### src/rtl/stfq_ranker.sv
// stfq_ranker: Start-Time Fair Queueing rank generator that feeds a PIFO push port.
// Define STFQ_WEIGHT_EN to build per-flow weights and the len*weight multiply.
module stfq_ranker #(
  parameter int FLOWS     = 10,
  parameter int BANK_SIZE = 50
) (
  input  logic             clk,
  input  logic             rst,
  input  logic             in_valid,
  output logic             in_ready,
  input  logic [31:0]      in_value,
  input  logic [FLOWS-1:0] in_flow,
  input  logic [15:0]      in_len,
  output logic             push,
  output logic [31:0]      push_rank,
  output logic [31:0]      push_value,
  output logic [FLOWS-1:0] push_flow,
  input  logic             deq_valid,
  input  logic [31:0]      deq_rank,
  input  logic [FLOWS-1:0] deq_flow,
  input  logic             cfg_we,
  input  logic [FLOWS-1:0] cfg_flow,
  input  logic [7:0]       cfg_weight
);
  localparam int CW = $clog2(BANK_SIZE + 1);
  localparam int IW = (FLOWS > 1) ? $clog2(FLOWS) : 1;

  function automatic logic is_onehot(input logic [FLOWS-1:0] v);
    return (v != '0) && ((v & (v - FLOWS'(1))) == '0);
  endfunction

  function automatic logic [IW-1:0] to_idx(input logic [FLOWS-1:0] v);
    logic [IW-1:0] idx;
    idx = '0;
    for (int i = 0; i < FLOWS; i++) begin
      idx = v[i] ? IW'(i) : idx;
    end
    return idx;
  endfunction

  logic [CW-1:0]    r_count [FLOWS];
  logic [31:0]      r_fin   [FLOWS];
  logic [31:0]      r_vtime;
  logic             r_s1_valid;
  logic [31:0]      r_s1_value;
  logic [FLOWS-1:0] r_s1_flow;
  logic [15:0]      r_s1_len;
  logic             r_push;
  logic [31:0]      r_push_rank;
  logic [31:0]      r_push_value;
  logic [FLOWS-1:0] r_push_flow;

  logic [IW-1:0]    w_in_idx;
  logic [IW-1:0]    w_s1_idx;
  logic             w_accept;
  logic [FLOWS-1:0] w_inc;
  logic [FLOWS-1:0] w_dec;
  logic [31:0]      w_start;
  logic [23:0]      w_prod;
  logic [32:0]      w_sum;
  logic [31:0]      w_fin;

  assign w_in_idx = to_idx(in_flow);
  assign in_ready = rst && is_onehot(in_flow) && (r_count[w_in_idx] < CW'(BANK_SIZE));
  assign w_accept = in_valid && in_ready;
  assign w_inc    = w_accept  ? in_flow  : '0;
  assign w_dec    = deq_valid ? deq_flow : '0;

`ifdef STFQ_WEIGHT_EN
  logic [7:0] r_weight [FLOWS];

  // Per-flow weight table; a written 0 is stored as 1 so every packet still advances F.
  always_ff @(posedge clk or negedge rst) begin
    if (!rst) begin
      for (int i = 0; i < FLOWS; i++) r_weight[i] <= 8'd1;
    end else if (cfg_we && is_onehot(cfg_flow)) begin
      r_weight[to_idx(cfg_flow)] <= (cfg_weight == 8'd0) ? 8'd1 : cfg_weight;
    end
  end

  assign w_prod = 24'(r_s1_len) * 24'(r_weight[w_s1_idx]);
`else
  logic w_unused_cfg;
  assign w_unused_cfg = ^{cfg_we, cfg_flow, cfg_weight};
  assign w_prod       = {8'd0, r_s1_len};
`endif

  // Tag evaluation for the packet held in S1; the finish tag saturates instead of wrapping.
  assign w_s1_idx = to_idx(r_s1_flow);
  assign w_start  = (r_vtime > r_fin[w_s1_idx]) ? r_vtime : r_fin[w_s1_idx];
  assign w_sum    = {1'b0, w_start} + {9'd0, w_prod};
  assign w_fin    = w_sum[32] ? 32'hFFFF_FFFF : w_sum[31:0];

  // S1 capture and registered PIFO push outputs.
  always_ff @(posedge clk or negedge rst) begin
    if (!rst) begin
      r_s1_valid   <= 1'b0;
      r_s1_value   <= 32'd0;
      r_s1_flow    <= '0;
      r_s1_len     <= 16'd0;
      r_push       <= 1'b0;
      r_push_rank  <= 32'd0;
      r_push_value <= 32'd0;
      r_push_flow  <= '0;
    end else begin
      r_s1_valid <= w_accept;
      if (w_accept) begin
        r_s1_value <= in_value;
        r_s1_flow  <= in_flow;
        r_s1_len   <= in_len;
      end
      r_push <= r_s1_valid;
      if (r_s1_valid) begin
        r_push_rank  <= w_start;
        r_push_value <= r_s1_value;
        r_push_flow  <= r_s1_flow;
      end
    end
  end

  // Per-flow finish tags, written one edge after the S1 read so the next packet sees them.
  always_ff @(posedge clk or negedge rst) begin
    if (!rst) begin
      for (int i = 0; i < FLOWS; i++) r_fin[i] <= 32'd0;
    end else if (r_s1_valid) begin
      r_fin[w_s1_idx] <= w_fin;
    end
  end

  // Occupancy: simultaneous accept and departure cancel; departures from an empty flow are dropped.
  always_ff @(posedge clk or negedge rst) begin
    if (!rst) begin
      for (int i = 0; i < FLOWS; i++) r_count[i] <= '0;
    end else begin
      for (int i = 0; i < FLOWS; i++) begin
        if (w_inc[i] && !w_dec[i]) begin
          r_count[i] <= r_count[i] + CW'(1);
        end else if (!w_inc[i] && w_dec[i] && (r_count[i] != '0)) begin
          r_count[i] <= r_count[i] - CW'(1);
        end
      end
    end
  end

  // Virtual time only moves forward.
  always_ff @(posedge clk or negedge rst) begin
    if (!rst) begin
      r_vtime <= 32'd0;
    end else if (deq_valid && (deq_rank > r_vtime)) begin
      r_vtime <= deq_rank;
    end
  end

  assign push       = r_push;
  assign push_rank  = r_push_rank;
  assign push_value = r_push_value;
  assign push_flow  = r_push_flow;
endmodule

### config.mk
export PLATFORM = sky130hd
export DESIGN_NAME = stfq_ranker
export DESIGN_NICKNAME = d
export VERILOG_FILES = /design/src/rtl/stfq_ranker.sv
export SDC_FILE = /design/constraint.sdc
export NUM_CORES = 1
export LEC_CHECK = 0
export BUFFER_PORTS_ARGS = -buffer_cell sky130_fd_sc_hd__clkbuf_2
export CORE_MARGIN = 2
export CORE_UTILIZATION = 61
export DETAILED_ROUTE_END_ITERATION = 6
export HOLD_SLACK_MARGIN = 0.05
export PLACE_DENSITY = 0.83
export SYNTH_ARGS = -nofsm -noshare
export SYNTH_HDL_FRONTEND = slang
export SYNTH_SLANG_ARGS = --single-unit
### constraint.sdc
create_clock -name clk -period 11.3 [get_ports clk]
set_input_delay 0.565 -clock clk [delete_from_list [all_inputs] [get_ports clk]]
set_output_delay 0.565 -clock clk [all_outputs]
set_load 0.01 [all_outputs]
==> out/metrics.yaml <==
outcome:
  status: "completed"
job:
  reported_max_cap_violation_count: 0
grt:
  grt_pass1_vias: 23100
  grt_usage: 0.325
  antenna_found_initial: 2
  global_route.overflow_total: 0
  global_route_wire_length_before_repair_um: 121000
  grt_max_degree: 165
timing:
  fin_tns_setup_ns: 0
  final_max_slew_viol_count: 0
  fmax_ghz: 0.0992
  report.final.setup_viol: 0
  setup_ws_final_ns: 1.22
  final_hold_viol_count: 0
  rsz0062_at_grt: "false"
  tightest_slew_ns: 1.37
  post-route-period-util: 0.892
  post_route_minimum_period_ns: 10.08
  slew_headroom: 0.0864
  skew_final_ns: 0.0243
  finalHoldWorstSlack_ns: 0.152
logic_synthesis:
  synth.top_cell.area_share: 0.499
  synth.area.top_cells: "sky130_fd_sc_hd__dfrtp_1 (50%), sky130_fd_sc_hd__mux2_2 (8.2%), sky130_fd_sc_hd__nand2_1 (6.1%), sky130_fd_sc_hd__ha_1 (5.5%), sky130_fd_sc_hd__o21ai_1 (3.7%)"
  synth.cells.most_frequent: "sky130_fd_sc_hd__dfrtp_1 (546), sky130_fd_sc_hd__nand2_1 (446), sky130_fd_sc_hd__o21ai_1 (205), sky130_fd_sc_hd__mux2_2 (199)"
  netlist_area_mm2: 0.0274
  synth-edff-count: 0
  synth-seq-cells: 546
  synthArstFlopShare: 1.00
  synth-warning-count: 0
  post-synth-top-area-cell: "sky130_fd_sc_hd__dfrtp_1"
  synthesis.instances: 2721
  postSynthNetCount: 2975
  synth_top_flop_cell: "sky130_fd_sc_hd__dfrtp_1"
  synth.lib_cells_used.distinct: 77
  synth-seq-area-share: 0.499
  synth.most_common_cell: "sky130_fd_sc_hd__dfrtp_1"
  syn-mean-instance-area_um2: 10.1
cts:
  cts_buffer_depth: 3
  clk-insertion-delay-late_ns: 0.64
  post-cts-setup-buffer-count: 0
  cts.repair.resized: 0
  cts_max_level: 2
  cts_tree: "built"
  tritoncts_num_sinks: 546
  cts_made_buffers: 54
  clock_pin_transition_on_the_worst_setup_and_hold_timing_paths_ns: 0.07
  cell_at_the_root_of_the_clock_tree: "sky130_fd_sc_hd__clkbuf_16"
setup_path:
  setup.worst_path.start_class: "flop"
  critical_path_arrival_ns: 10.54
  critical_path.most_common_cell: "sky130_fd_sc_hd__a21oi_1"
  startpoint: "r_s1_flow[7]"
  launch_instance_of_the_worst_register_to_register_path: "r_s1_flow[7]"
  reg2reg_slack_ns: 1.22
  end_kind: "flop"
  rr_endpoint: "r_fin[193]"
  cpPeakStageDelay_ns: 1.06
  crit_slowest_cell: "sky130_fd_sc_hd__o21ai_2"
  critPathRequiredTime_ns: 11.76
  critical_path_peak_fanout: 25
  timing.reg2reg.worst_path_depth: 28
  crit_type: "flop to flop"
  cp-endpoint: "r_fin[193]"
die:
  starting_density_of_the_core: 0.619
  dieWidth_um: 216
  die_area_mm2: 0.0466
  die_h_um: 216
  placeable_core_region_mm2: 0.0442
  num_io_pins: 199
  num_rows: 77
drt:
  drt.antenna.violating_nets: 0
  route.detailed.drc: 0
  detailedRoute.firstPassIterationCount: 6
  finalWirelength_um: 75000
  detailedRoute.firstIterationViolations: 2276
  vias_per_cell: 6.42
  via_count: 22300
  routedWlPerCell_um: 21.6
cells_and_area:
  insertedDiodeCount: 0
  postLayoutCoreUtil: 0.695
  layout.nets: 3095
  post_route_cells_drive_above_1_share: 0.197
  area_overhead_vs_synth_pct: 12.3
  layout.cell_area.non_filler_mm2: 0.0307
placed_design:
  place.gp.congestion: 0.900
  place_ws_ns: 1.79
  dp_hpwl_um: 48900
  io_buffer_count: 179
  placed_area_mm2: 0.0288
power_and_ir_drop:
  net-switching-power_mw: 2.44
  share_clk_of_total_power: 0.301
  switching_share: 0.368
  power.ir.vdd_worst_mv: 0.152
  total_leakage_power_nw: 14.2
  pwr-share-comb: 0.340
  power.density_mw_per_mm2: 216
  p_int_mw: 4.21
  seq_power_share: 0.359
min_path:
  holdCritPathClass: "primary input to flop"
-- metal layers --
metal  up-vias  GRT usage  share of wire
li1       9913          -              -
met1     11000      0.413           0.39
met2      1134      0.529           0.47
met3       294     0.0571          0.081
met4         2      0.185          0.057
met5         -          0       0.000093
-- stage by stage --
stage / total power [mW] / std cells
floorplan: 3.95 / 2721
global placement: 4.45 / 3376
detailed placement: 4.59 / 3376
CTS: 6.62 / 3478
global route: 6.99 / 3478
finish: 6.65 / 3478
-- worst min path at each step --
stage / start / endpoint / slack [ns] / cells after the start
4_1_cts: in_value[12] / r_s1_value[12] / 0.14 / 2
2_1_floorplan: rst / push / 0.27 / 0
3_3_place_gp: r_fin[92] / r_fin[92] / 0.46 / 2
3_5_place_dp: r_fin[243] / r_fin[243] / 0.47 / 2
5_1_grt: in_value[9] / r_s1_value[9] / 0.15 / 2
6_report: in_value[12] / r_s1_value[12] / 0.15 / 2
-- sequential cells by signal, indices dropped and copies added (netlist names) --
name and cells:
r_fin 320, r_count 60, push_rank 32, push_value 32
r_s1_value 32, r_vtime 32, r_s1_len 16, push_flow 10
r_s1_flow 10, push 1, r_s1_valid 1
-- worst max-delay path: cells and delay by family, from the launching register on --
family          cells  cell delay (ns)
buf+inv             3             0.72
simple gates        5             1.69
compound gates     17             5.99
flops               1             0.59
fa+ha+maj           3             0.90
-- cell usage in the layout (no fill, tap or decap), types with 10 or more instances in the layout --
cell type	count
sky130_fd_sc_hd__nand4_1	25
sky130_fd_sc_hd__a21oi_1	148
sky130_fd_sc_hd__o21ai_0	147
sky130_fd_sc_hd__nor3_1	25
sky130_fd_sc_hd__buf_4	31
sky130_fd_sc_hd__mux2_2	199
sky130_fd_sc_hd__clkbuf_8	11
sky130_fd_sc_hd__xnor2_1	38
sky130_fd_sc_hd__ha_1	120
sky130_fd_sc_hd__xor2_1	32
sky130_fd_sc_hd__nor2_1	101
sky130_fd_sc_hd__nor2b_1	18
sky130_fd_sc_hd__nor4_1	15
sky130_fd_sc_hd__o22ai_1	29
sky130_fd_sc_hd__a221oi_1	42
sky130_fd_sc_hd__bufinv_16	10
sky130_fd_sc_hd__o21bai_1	10
sky130_fd_sc_hd__inv_1	86
sky130_fd_sc_hd__nand3_1	30
sky130_fd_sc_hd__clkbuf_16	54
sky130_fd_sc_hd__dfrtp_1	545
sky130_fd_sc_hd__nand2b_1	11
sky130_fd_sc_hd__o21ai_1	205
sky130_fd_sc_hd__nand2_1	444
sky130_fd_sc_hd__mux2i_1	36
sky130_fd_sc_hd__clkbuf_2	178
sky130_fd_sc_hd__nor2_2	19
sky130_fd_sc_hd__a21o_1	34
sky130_fd_sc_hd__fa_1	11
sky130_fd_sc_hd__and3_1	14
sky130_fd_sc_hd__a22oi_1	40
-- timing repair --
| item | CTS | global route |
|---|---|---|
| hold buffers | 1 | 0 |
| endpoints found under the setup margin | 0 | 0 |
| endpoints found under the hold margin | 92 | 0 |
-- layout make-up --
cell class                      instances  area, µm²
Sequential cell                       546      13700
Multi-Input combinational cell       1940      12900
Timing Repair Buffer                  212       1170
Clock inverter                         28        448
Inverter                               87        327
Tap cell                              592        741
Fill cell                            2995      13500
Clock buffer                           73       1530
-- power by group through the flow --
stage          logic (mW)  registers, mW  clock network, mW
2_1_floorplan        1.60           2.35                  0
3_3_place_gp         2.06           2.39                  0
3_5_place_dp         2.18           2.41                  0
4_1_cts              2.23           2.38               2.01
5_1_grt              2.49           2.41               2.09
6_report             2.26           2.39               2.00
-- kinds of logic after synthesis --
| group | count (synthesis) | synth area share |
|---|---|---|
| AOI/OAI and AO/OA | 743 | 0.162 |
| xor gates and xnor gates | 70 | 0.0224 |
| adders and majority gates | 132 | 0.0632 |
| buffers and inverters | 235 | 0.0336 |
| DFF | 546 | 0.499 |
| muxes | 236 | 0.0955 |
| and+or+nand+nor | 759 | 0.124 |
No activity file was read; power rests on OpenSTA's default activity.
